## src/rtl/mul_job_sequencer.sv

```systemverilog
// Wrapper stage around the 4x4 repeated-addition multiplier: buffers operand pairs,
// issues one job at a time with a single-cycle start, and returns products in order.
//
// state    | meaning
// DRAIN    | post-reset wait for a possibly running multiplier job to finish
// IDLE     | ready to issue the FIFO head once the result slot is free
// ISSUE    | mul_start high for this single cycle
// WAIT_ACK | waiting for the multiplier done flag
// WAIT_LOW | waiting for the done flag to drop so it is not taken twice
module mul_job_sequencer #(
  parameter int FIFO_DEPTH  = 4,
  parameter int RESET_DRAIN = 20
) (
  input  logic       Clk,
  input  logic       Rst_n,
  input  logic       in_valid,
  output logic       in_ready,
  input  logic [3:0] in_a,
  input  logic [3:0] in_b,
  output logic       out_valid,
  input  logic       out_ready,
  output logic [3:0] out_a,
  output logic [3:0] out_b,
  output logic [7:0] out_p,
  output logic       mul_start,
  output logic [3:0] mul_a,
  output logic [3:0] mul_b,
  input  logic [7:0] mul_result,
  input  logic       mul_ack,
  output logic       busy,
  output logic [7:0] jobs_done
);

  localparam int PW = $clog2(FIFO_DEPTH);
  localparam int DW = $clog2(RESET_DRAIN + 1);

  localparam logic [2:0] DRAIN    = 3'd0;
  localparam logic [2:0] IDLE     = 3'd1;
  localparam logic [2:0] ISSUE    = 3'd2;
  localparam logic [2:0] WAIT_ACK = 3'd3;
  localparam logic [2:0] WAIT_LOW = 3'd4;

  logic [2:0]    state;
  logic [DW-1:0] drain_cnt;
  logic [7:0]    fifo_mem [FIFO_DEPTH];
  logic [PW:0]   wr_ptr;
  logic [PW:0]   rd_ptr;
  logic          empty;
  logic          full;
  logic          push;
  logic          pop;

  // Pointers carry one extra wrap bit so full and empty are distinguishable.
  assign empty    = (wr_ptr == rd_ptr);
  assign full     = (wr_ptr[PW] != rd_ptr[PW]) && (wr_ptr[PW-1:0] == rd_ptr[PW-1:0]);
  assign in_ready = !full && (state != DRAIN) && Rst_n;
  assign push     = in_valid && in_ready;
  assign pop      = (state == IDLE) && !empty && !out_valid;
  assign busy     = (state != IDLE) || !empty;

  always_ff @(posedge Clk) begin
    if (push) fifo_mem[wr_ptr[PW-1:0]] <= {in_a, in_b};
  end

  always_ff @(posedge Clk) begin
    if (!Rst_n) begin
      state     <= DRAIN;
      drain_cnt <= DW'(RESET_DRAIN);
      wr_ptr    <= '0;
      rd_ptr    <= '0;
      out_valid <= 1'b0;
      out_a     <= 4'd0;
      out_b     <= 4'd0;
      out_p     <= 8'd0;
      mul_start <= 1'b0;
      mul_a     <= 4'd0;
      mul_b     <= 4'd0;
      jobs_done <= 8'd0;
    end else begin
      if (push) wr_ptr <= wr_ptr + 1'b1;
      if (pop)  rd_ptr <= rd_ptr + 1'b1;
      if (out_valid && out_ready) out_valid <= 1'b0;

      case (state)
        DRAIN: begin
          if (drain_cnt == '0) state <= IDLE;
          else                 drain_cnt <= drain_cnt - 1'b1;
        end
        IDLE: begin
          if (pop) begin
            {mul_a, mul_b} <= fifo_mem[rd_ptr[PW-1:0]];
            mul_start      <= 1'b1;
            state          <= ISSUE;
          end
        end
        ISSUE: begin
          mul_start <= 1'b0;
          state     <= WAIT_ACK;
        end
        // The slot is always free here: issue only happens while out_valid is low.
        WAIT_ACK: begin
          if (mul_ack) begin
            out_p     <= mul_result;
            out_a     <= mul_a;
            out_b     <= mul_b;
            out_valid <= 1'b1;
            jobs_done <= jobs_done + 8'd1;
            state     <= WAIT_LOW;
          end
        end
        WAIT_LOW: begin
          if (!mul_ack) state <= IDLE;
        end
        default: state <= IDLE;
      endcase
    end
  end

endmodule

```

## config.mk

```make
export PLATFORM = sky130hd
export DESIGN_NAME = mul_job_sequencer
export DESIGN_NICKNAME = d
export VERILOG_FILES = /design/src/rtl/mul_job_sequencer.sv
export SDC_FILE = /design/constraint.sdc
export NUM_CORES = 1
export LEC_CHECK = 0
export CORE_UTILIZATION = 55
export CTS_BUF_LIST = sky130_fd_sc_hd__clkbuf_8
export CTS_CLUSTER_DIAMETER = 150
export DETAILED_ROUTE_END_ITERATION = 8
export PLACE_DENSITY = 0.83
export RECOVER_POWER = 50
export SLEW_MARGIN = 20
export SYNTH_ARGS = -nofsm -noshare
export SYNTH_HDL_FRONTEND = slang
export SYNTH_SLANG_ARGS = --single-unit
export TNS_END_PERCENT = 10
```

## constraint.sdc

```tcl
create_clock -name Clk -period 2.2 [get_ports Clk]
set_input_delay 0.33 -clock Clk [delete_from_list [all_inputs] [get_ports Clk]]
set_output_delay 0.33 -clock Clk [all_outputs]
set_load 0.02 [all_outputs]
```

After elaboration in Yosys (flattened, before gate mapping)

Memories as Yosys holds them, arrays and structs flattened. A register that Yosys moved wholly into a read port is not among the register bits.
Index checks and enable logic that the tools add are counted.

Bits in writable memories: 32
Latch bits: 0
Logic and storage cells: 61
Memories: 1
Register bits: 40
ROM bits: 0

Memories:

| memory   | depth | bits a word | read ports | clocked after Yosys merged registers in | wr ports | line | text |
|---|---|---|---|---|---|---|---|
| fifo_mem | 4     | 8           | 1          | 1                                       | 1        | 45   | `logic [7:0] fifo_mem [FIFO_DEPTH];` |

Div/mod/pow operators: 0
Shift-type cells: 0
Add/subtract/negate cells: 4
$lt $le $gt $ge: 0
Reductions and logical operators: 21
Equality and inequality tests: 12
Bitwise operators: 1
$mul: 0
Muxes and demuxes: 12

Operators with widths:

| operator            | number |
|---|---|
| $pmux 3 s5          | 1 |
| $mux 3              | 4 |
| $add 8x1->8 const B | 1 |
| $ne 2x2->1 const B  | 4 |
| $reduce_and 2->1    | 4 |
| $logic_and 1x1->1   | 7 |
| $add 3x1->3 const B | 2 |
| $eq 3x2->1 const B  | 2 |
| $mux 1              | 6 |
| $logic_not 5->1     | 1 |
| $sub 5x1->5 const B | 1 |
| $logic_not 1->1     | 4 |
| $reduce_and 4->1    | 1 |
| $eq 3x1->1 const B  | 1 |
| $eq 3x3->1          | 1 |
| $eq 3x3->1 const B  | 1 |
| $logic_not 3->1     | 1 |
| $ne 3x1->1 const B  | 1 |
| $reduce_bool 3->1   | 1 |
| $eq 2x2->1          | 1 |
| $pmux 1 s2          | 1 |
| $reduce_bool 2->1   | 1 |
| $logic_or 1x1->1    | 1 |
| $ne 1x1->1          | 1 |
| $not 1->1           | 1 |

Logic depth before layout (Yosys ltp)

Gate-level depths: netlist (run 1).

Depth in word-level cells: 8
Mapped depth: 6

Worst setup path before layout (run 1)

No wires, ideal clock.

Path type: register to register
Start: register rd_ptr[1]
End: memory fifo_mem[3][0], enable pin
Path slack: 0.342 ns
Cell stages (with the launch flop): 5
Library setup time: 0.332 ns
Clock period less this slack: 1.858 ns
Arrival: 1.526 ns
Path buffers: 1
Cell sequence: dfxtp_1 buf_2 xnor2_1 a311oi_1 and3_1

Cells in the longest elaborated chain, start to end: 8

RTL lines:

| what                            | line | text |
|---|---|---|
| from (decl)                     | 47   | `logic [PW:0] rd_ptr;` |
| from (signal assigned)          | 81   | `if (pop) rd_ptr <= rd_ptr + 1'b1;` |
| $eq 2x2->1                      | 55   | `assign full = (wr_ptr[PW] != rd_ptr[PW]) && (wr_ptr[PW-1:0] == rd_ptr[PW-1:0]);` |
| $logic_and 1x1->1               | 55   |  |
| $logic_not 1->1                 | 56   | `assign in_ready = !full && (state != DRAIN) && Rst_n;` |
| $logic_and 1x1->1 (2 in series) | 56   |  |
| $logic_and 1x1->1               | 57   | `assign push = in_valid && in_ready;` |
| $mux 1                          | 62   | `if (push) fifo_mem[wr_ptr[PW-1:0]] <= {in_a, in_b};` |
| $mux 1 (implied by the code)    | 62   |  |
| to (decl)                       | 45   |  |

Every way passes these cells.

Worst setup path after layout (run 1)

Start: register rd_ptr[2]
End: output busy

Cells in the longest elaborated chain, start to end: 3

RTL lines:

| what             | line | text |
|---|---|---|
| $eq 3x3->1       | 54   | `assign empty = (wr_ptr == rd_ptr);` |
| $logic_not 1->1  | 59   | `assign busy = (state != IDLE) \|\| !empty;` |
| $logic_or 1x1->1 | 59   |  |
| to (decl)        | 30   | `output logic busy,` |

Every way passes these cells.

==> run metrics, run 1 <==
maximum number of pins on one net before global-route repair 30; via count 2477; switching pwr 0.595 mW; half-perimeter wire length of the detailed placement result 4790 um; setup TNS 0 ps; Post CTS Setup Buffer Count 0; total number of placement rows 28; EDFF count, synth 32; grt ovf 0; CP Data Arrival Time 1770 ps; Final Critical Period 2100 ps; crit share post-route 0.954; final count of negative-setup-slack endpoints 0; Critical Setup Path Class register to output port; CTS tree done; core footprint 0.00592 mm^2; share of power burned in combinational logic 0.049; synth warn 0; number of buffers on the longest clock path 2; biggest cell delay along the critical path 540 ps; top cells by area, synth dfxtp_1 28%, edfxtp_1 28%, nand2_1 7.3%, mux4_2 5.3%, mux2i_1 4.4%; number of distinct library cells after synthesis 48; CP Capture Type output port; wire length per cell 14.9 um; utilization of the core after routing 0.727; share of total power consumed by net switching 0.212; actual transition at the worst max-transition pin 940 ps; async set-or-reset flop fraction in the synthesized netlist 0; PortBufs 56; Fillers 428; post-layout instance area 0.00430 mm^2; clock-pin slew on the worst setup and hold paths 70 ps; average vias per placed instance 5.54; worst hold slack after final layout 457 ps; portion of synthesized cell area occupied by the leading cell type 0.284; post-route total power 2.80 mW; first-pass GRT wire length 11000 um; final routed DRC violation total 0; area occupied by multi-input gates 0.00134 mm^2; critical path required time 1870 ps; mapped cell area 0.00339 mm^2; Max Clk Rate 476 MHz; total cell area at the placement stage 0.00414 mm^2; final number of hold-violating endpoints 0; clk_lat worst skew 350 ps; outcome complete, no violations; unrepaired setup endpoints after global routing no; # Max-Cap Violations 0; element type at the critical path start register; routability congestion estimate from global placement 0.828; Synth area leader dfxtp_1; sequence of cells on the critical path xor2_1, nor3_1, nand2_1, clkdlybuf4s50_1; Sequential cell area 0.00192 mm^2; Pins Over Slew Limit 0; power density over the cells 651 mW/mm^2; area of the die 0.00648 mm^2; sequential cell fraction of total power 0.559; Initial Util 0.572; number of I/O pins 57; layout overhead on the synthesized area 27.1%; fraction of the yosys area taken by sequential cells 0.567; clock skew after layout 9.06 ps; ANT nets after route 0; Clk Tree Root Cell clkbuf_8; leakage component of the power 1.56 nW; Power Internal 2.21 mW; net count of the mapped netlist 328; TritonCTS buffer count 9; CTS HTree Levels 3; Initial DRC Count 164; cell family with the largest share of critical-path delay buffers and inverters; number of antenna repair diodes 0; cells after synthesis 299; via count of the first global-routing pass 2476; Min-Delay Path Class register to register; synthesized area per cell 11.3 um^2; chip height 80.5 um; Initial DRT Pass Iterations 4; floorplan die width 80.5 um; antenna violations before repair 0; critical path buffer and inverter count 1; Clock power frac 0.392; clock sink count 80; Slew headroom 0.373; flops & latches, synth 80; Crit Path Max Fanout 3; slowest stage cell, crit path clkdlybuf4s50_1; layout cell share with drive strength beyond 1 0.129; final layout net count 396; most used flip-flop cell after synthesis dfxtp_1; Post-Route WL 6680 um; peak supply drop 489 uV; overall track demand over capacity in global routing 0.227
logic make-up (layout without fill, tap and decap cells):
| family | Yosys count | after routing | synth area share |
|---|---|---|---|
| AND/OR/NAND/NOR | 105 | 105 | 0.154 |
| multiplexers | 24 | 24 | 0.102 |
| XOR/XNOR | 6 | 6 | 0.0155 |
| adder cells (fa/ha/maj) | 8 | 8 | 0.0296 |
| flip-flops | 80 | 80 | 0.567 |
| buffers and inverters | 26 | 99 | 0.0307 |
| AO/OA/AOI/OAI | 50 | 50 | 0.101 |
Yosys cell counts (all sizes together) (4+ instances only):
| master | n |
|---|---|
| o21ai | 5 |
| nand2 | 66 |
| edfxtp | 32 |
| a21oi | 27 |
| clkbuf | 12 |
| ha | 8 |
| or3 | 5 |
| mux4 | 8 |
| dfxtp | 48 |
| nand2b | 6 |
| inv | 8 |
| mux2i | 15 |
| a311oi | 4 |
| buf | 6 |
power by group through the flow:
| stage | combinational (mW) | clock [mW] | sequential (mW) |
|---|---|---|---|
| after floorplan | 0.0763 | 0 | 1.60 |
| after global routing | 0.152 | 1.18 | 1.57 |
| after detailed placement | 0.142 | 0 | 1.60 |
| final | 0.137 | 1.10 | 1.57 |
| after CTS | 0.142 | 1.12 | 1.57 |
| after global placement | 0.136 | 0 | 1.60 |
worst register-to-register path, cell delays in order (launching register included):
cell,delay [ps]
dfxtp_1,310
inv_1,110
ha_1,170
or4b_1,570
mux2_4,340
a2111oi_4,330
flip-flops by register name, summed over array words and instances (netlist names), 3 cells and up:
name and count:
out_a 4, jobs_done 8, fifo_mem 32, rd_ptr 3
mul_a 4, drain_cnt 5, state 3, out_b 4
wr_ptr 3, mul_b 4, out_p 8
cells in the final DEF (no fill, tap or decap), drive strengths merged, types with 4 or more instances in the layout:
cell type / synthesis / final
nand2: 66 / 66
ha: 8 / 8
inv: 8 / 10
mux4: 8 / 8
o21ai: 5 / 5
clkdlybuf4s50: 0 / 35
clkbuf: 12 / 16
edfxtp: 32 / 32
dfxtp: 48 / 48
a311oi: 4 / 4
buf: 6 / 14
dlygate4sd3: 0 / 20
a21oi: 27 / 27
nand2b: 6 / 6
or3: 5 / 5
mux2i: 15 / 15
stage by stage:
stage                     worst slack [ps]  std cells
after floorplan                        342        299
after global placement                 129        431
after detailed placement              96.3        431
after CTS                             22.3        447
after global routing                  16.0        447
final                                  100        447
final timing paths:
check                                   from       end  slack [ps]  cells after the start
worst max-delay path               rd_ptr[2]      busy         100                      4
worst max register to register  drain_cnt[0]  state[0]         280                      5
worst min register to register      out_p[4]  out_p[4]         460                      2
worst min-delay path                out_p[4]  out_p[4]         460                      2
routing by layer:
metal / wire [um] / GRT usage / part of all wire
met1: 2880 / 0.275 / 0.43
met2: 3400 / 0.392 / 0.51
met3: 292 / 0.0364 / 0.044
met4: 113 / 0.107 / 0.017
met5: 0 / 0 / 0
timing repair:
| action | CTS | global route |
|---|---|---|
| hold buffers | 0 | 0 |
| resized for setup | 1 | 2 |
| hold endpoints to repair | 0 | 0 |
| setup endpoints to repair | 1 | 1 |
cell type report:
cell class | count | area share
Clock inverter | 5 | 0.0131
Timing Repair Buffer | 75 | 0.165
Tap cell | 75 | 0.0218
Clock buffer | 11 | 0.0352
Sequential cell | 80 | 0.447
Multi-Input combinational cell | 193 | 0.311
Inverter | 8 | 0.00698
Note: power is estimated with default switching activity, not from simulation.
==> run 2, diff against run 1 <==
--- a/config.mk
+++ b/config.mk
@@ -5,13 +5,13 @@
 export SDC_FILE = /design/constraint.sdc
 export NUM_CORES = 1
 export LEC_CHECK = 0
-export CORE_UTILIZATION = 55
+export CORE_UTILIZATION = 59
 export CTS_BUF_LIST = sky130_fd_sc_hd__clkbuf_8
 export CTS_CLUSTER_DIAMETER = 150
 export DETAILED_ROUTE_END_ITERATION = 8
-export PLACE_DENSITY = 0.83
+export PLACE_DENSITY = 0.88
 export RECOVER_POWER = 50
-export SLEW_MARGIN = 20
+export SLEW_MARGIN = 10
 export SYNTH_ARGS = -nofsm -noshare
 export SYNTH_HDL_FRONTEND = slang
 export SYNTH_SLANG_ARGS = --single-unit
==> constraint.sdc (replaced) <==
create_clock -name Clk -period 2.6 [get_ports Clk]
set_input_delay 0.39 -clock Clk [delete_from_list [all_inputs] [get_ports Clk]]
set_output_delay 0.39 -clock Clk [all_outputs]
set_load 0.02 [all_outputs]
==> run metrics, run 2 (synthesized netlist as in run 1, its figures left out) <==
outcome complete, no violations; post-layout instance area 0.00418 mm^2 (-2.8%); Hold Path Stages 2 (unchanged); CP Data Arrival Time 2030 ps (+260 ps); Initial Util 0.615 (+0.0430); number of I/O pins 57 (unchanged); peak supply drop 441 uV (-9.9%); power density over the cells 532 mW/mm^2 (-18%); layout cell share with drive strength beyond 1 0.108 (-0.0210); Slew headroom 0.321 (-0.0522); number of antenna repair diodes 0 (unchanged); total number of placement rows 27 (-3.6%); area occupied by multi-input gates 0.00136 mm^2 (+1.2%); Crit Path Max Fanout 12 (+9); antenna violations before repair 0 (unchanged); number of flip-flops under the largest register name 32 (unchanged); crit share post-route 0.931; element type at the critical path start register; Fillers 372 (-13%); final number of hold-violating endpoints 0 (unchanged); setup TNS 0 ps (unchanged); cell total after placement 417 (-3.2%); worst min-delay path endpoint out_a[3]; critical path required time 2210 ps (+340 ps); wire length per cell 15.2 um (+1.5%); # Max-Cap Violations 0 (unchanged); leakage component of the power 1.47 nW (-5.4%); first-pass GRT wire length 11000 um (-0.63%); final instance count without filler cells 433 (-3.1%); Min-Delay Startpoint out_a[3]; PortBufs 56 (unchanged); routability congestion estimate from global placement 0.864 (+4.4%); total cell area at the placement stage 0.00402 mm^2 (-2.7%); most used cells in the layout excluding fill and tap cells 66 x nand2_1, 48 x dfxtp_1, 37 x clkdlybuf4s50_1, 32 x edfxtp_1, 27 x a21oi_1; ANT nets after route 0 (unchanged); count of hold buffers inserted by post-cts repair 0 (unchanged); utilization of the core after routing 0.760 (+0.0329); TritonCTS buffer count 9 (unchanged); maximum number of pins on one net before global-route repair 37 (+23%); clk_lat worst skew 330 ps (-20 ps); CTS tree done; R2R Path End rd_ptr[0]; R2R Setup Slk 530 ps (+250 ps); floorplan die width 77.8 um (-3.4%); layout overhead on the synthesized area 23.5%; final routed DRC violation total 0 (unchanged); Post-Route WL 6570 um (-1.6%); clock skew after layout 6.62 ps (-2.43 ps); CP Capture Type output port; half-perimeter wire length of the detailed placement result 4610 um (-3.9%); Final Critical Period 2420 ps; actual transition at the worst max-transition pin 1000 ps (+64.2 ps); CTS HTree Levels 3 (unchanged); area of the die 0.00605 mm^2 (-6.6%); average vias per placed instance 5.57 (+0.48%); unrepaired setup endpoints after global routing no; Initial DRC Count 167 (+1.8%); number of buffers on the longest clock path 2 (unchanged); Min-Delay Path Class register to register; Sequential cell area 0.00192 mm^2 (-0.13%); Max Clk Rate 413 MHz; clock-pin slew on the worst setup and hold paths 70 ps (about the same); leading cell type in the layout, fill and taps excluded nand2_1; Critical Setup Path Class register to output port; via count 2411 (-2.7%); core footprint 0.00551 mm^2 (-7.0%); Clk Tree Root Cell clkbuf_8; Post CTS Setup Buffer Count 0 (unchanged); R2R cell count 3 (-2); Initial DRT Pass Iterations 4 (unchanged); Pins Over Slew Limit 0 (unchanged); grt ovf 0 (unchanged); final count of negative-setup-slack endpoints 0 (unchanged); clock sink count 80 (unchanged); Worst R2R Start state[0]; final layout net count 385 (-2.8%); chip height 77.8 um (-3.4%); via count of the first global-routing pass 2318 (-6.4%); overall track demand over capacity in global routing 0.238 (+0.0110)
==> run 2: cell types whose count changed in the layout (fill, tap and decap cells not counted), sizes merged <==
cell,delta
dlygate4sd2,-1
clkdlybuf4s50,+2
bufinv,-1
clkinvlp,+2
inv,+1
buf,-8
dlygate4sd3,-1
clkbuf,-5
==> run 2: what timing repair did <==
item | CTS | global route
endpoints found under the setup margin | 0 | 1
gates resized for setup | 0 | 1
hold endpoints to repair | 0 | 0
==> run 2: metal layers <==
layer | part of all wire | track usage | up-vias
met3 | 0.041 | 0.0447 | 6
met1 | 0.42 | 0.300 | 1157
li1 | - | - | 1187
met2 | 0.52 | 0.404 | 61
met4 | 0.012 | 0.0943 | 0
met5 | 0 | 0 | -
==> run 2: per-stage QoR <==
stage	worst slack [ps]	hold WS (ps)	total power [mW]
global route	72.0	478	2.31
detailed placement	388	447	1.47
CTS	120	457	2.25
finish	179	452	2.22
floorplan	658	454	1.42
global placement	433	440	1.47
==> run 2: final cells by class <==
cell class / instances / share of cell area
inverter: 8 / 0.00718
clock buffer: 9 / 0.0296
clock inverter: 7 / 0.0114
timing repair buffer: 64 / 0.147
sequential: 80 / 0.459
multi-input combinational: 193 / 0.324
tap: 72 / 0.0215
==> run 2: worst max-delay path, stage by stage, from the launching register on <==
cell             delay [ps]
dfxtp_1                 520
nor3_1                  100
buf_4                   180
a311oi_1                250
clkdlybuf4s50_1         640
==> run 2: how the worst max path moves through the flow <==
| stage | slack, ps | start | end |
|---|---|---|---|
| floorplan | 660 | Rst_n | in_ready |
| global placement | 430 | Rst_n | in_ready |
| detailed placement | 390 | Rst_n | in_ready |
| CTS | 120 | rd_ptr[2] | busy |
| global route | 70 | state[0] | in_ready |
| finish | 180 | state[0] | in_ready |
==> run 2: where the power goes <==
part	total, mW	switching [mW]	internal (mW)
clock	0.783	0.437	0.346
sequential	1.33	0.0127	1.32
combinational	0.112	0.0553	0.0571
total	2.22	0.505	1.72
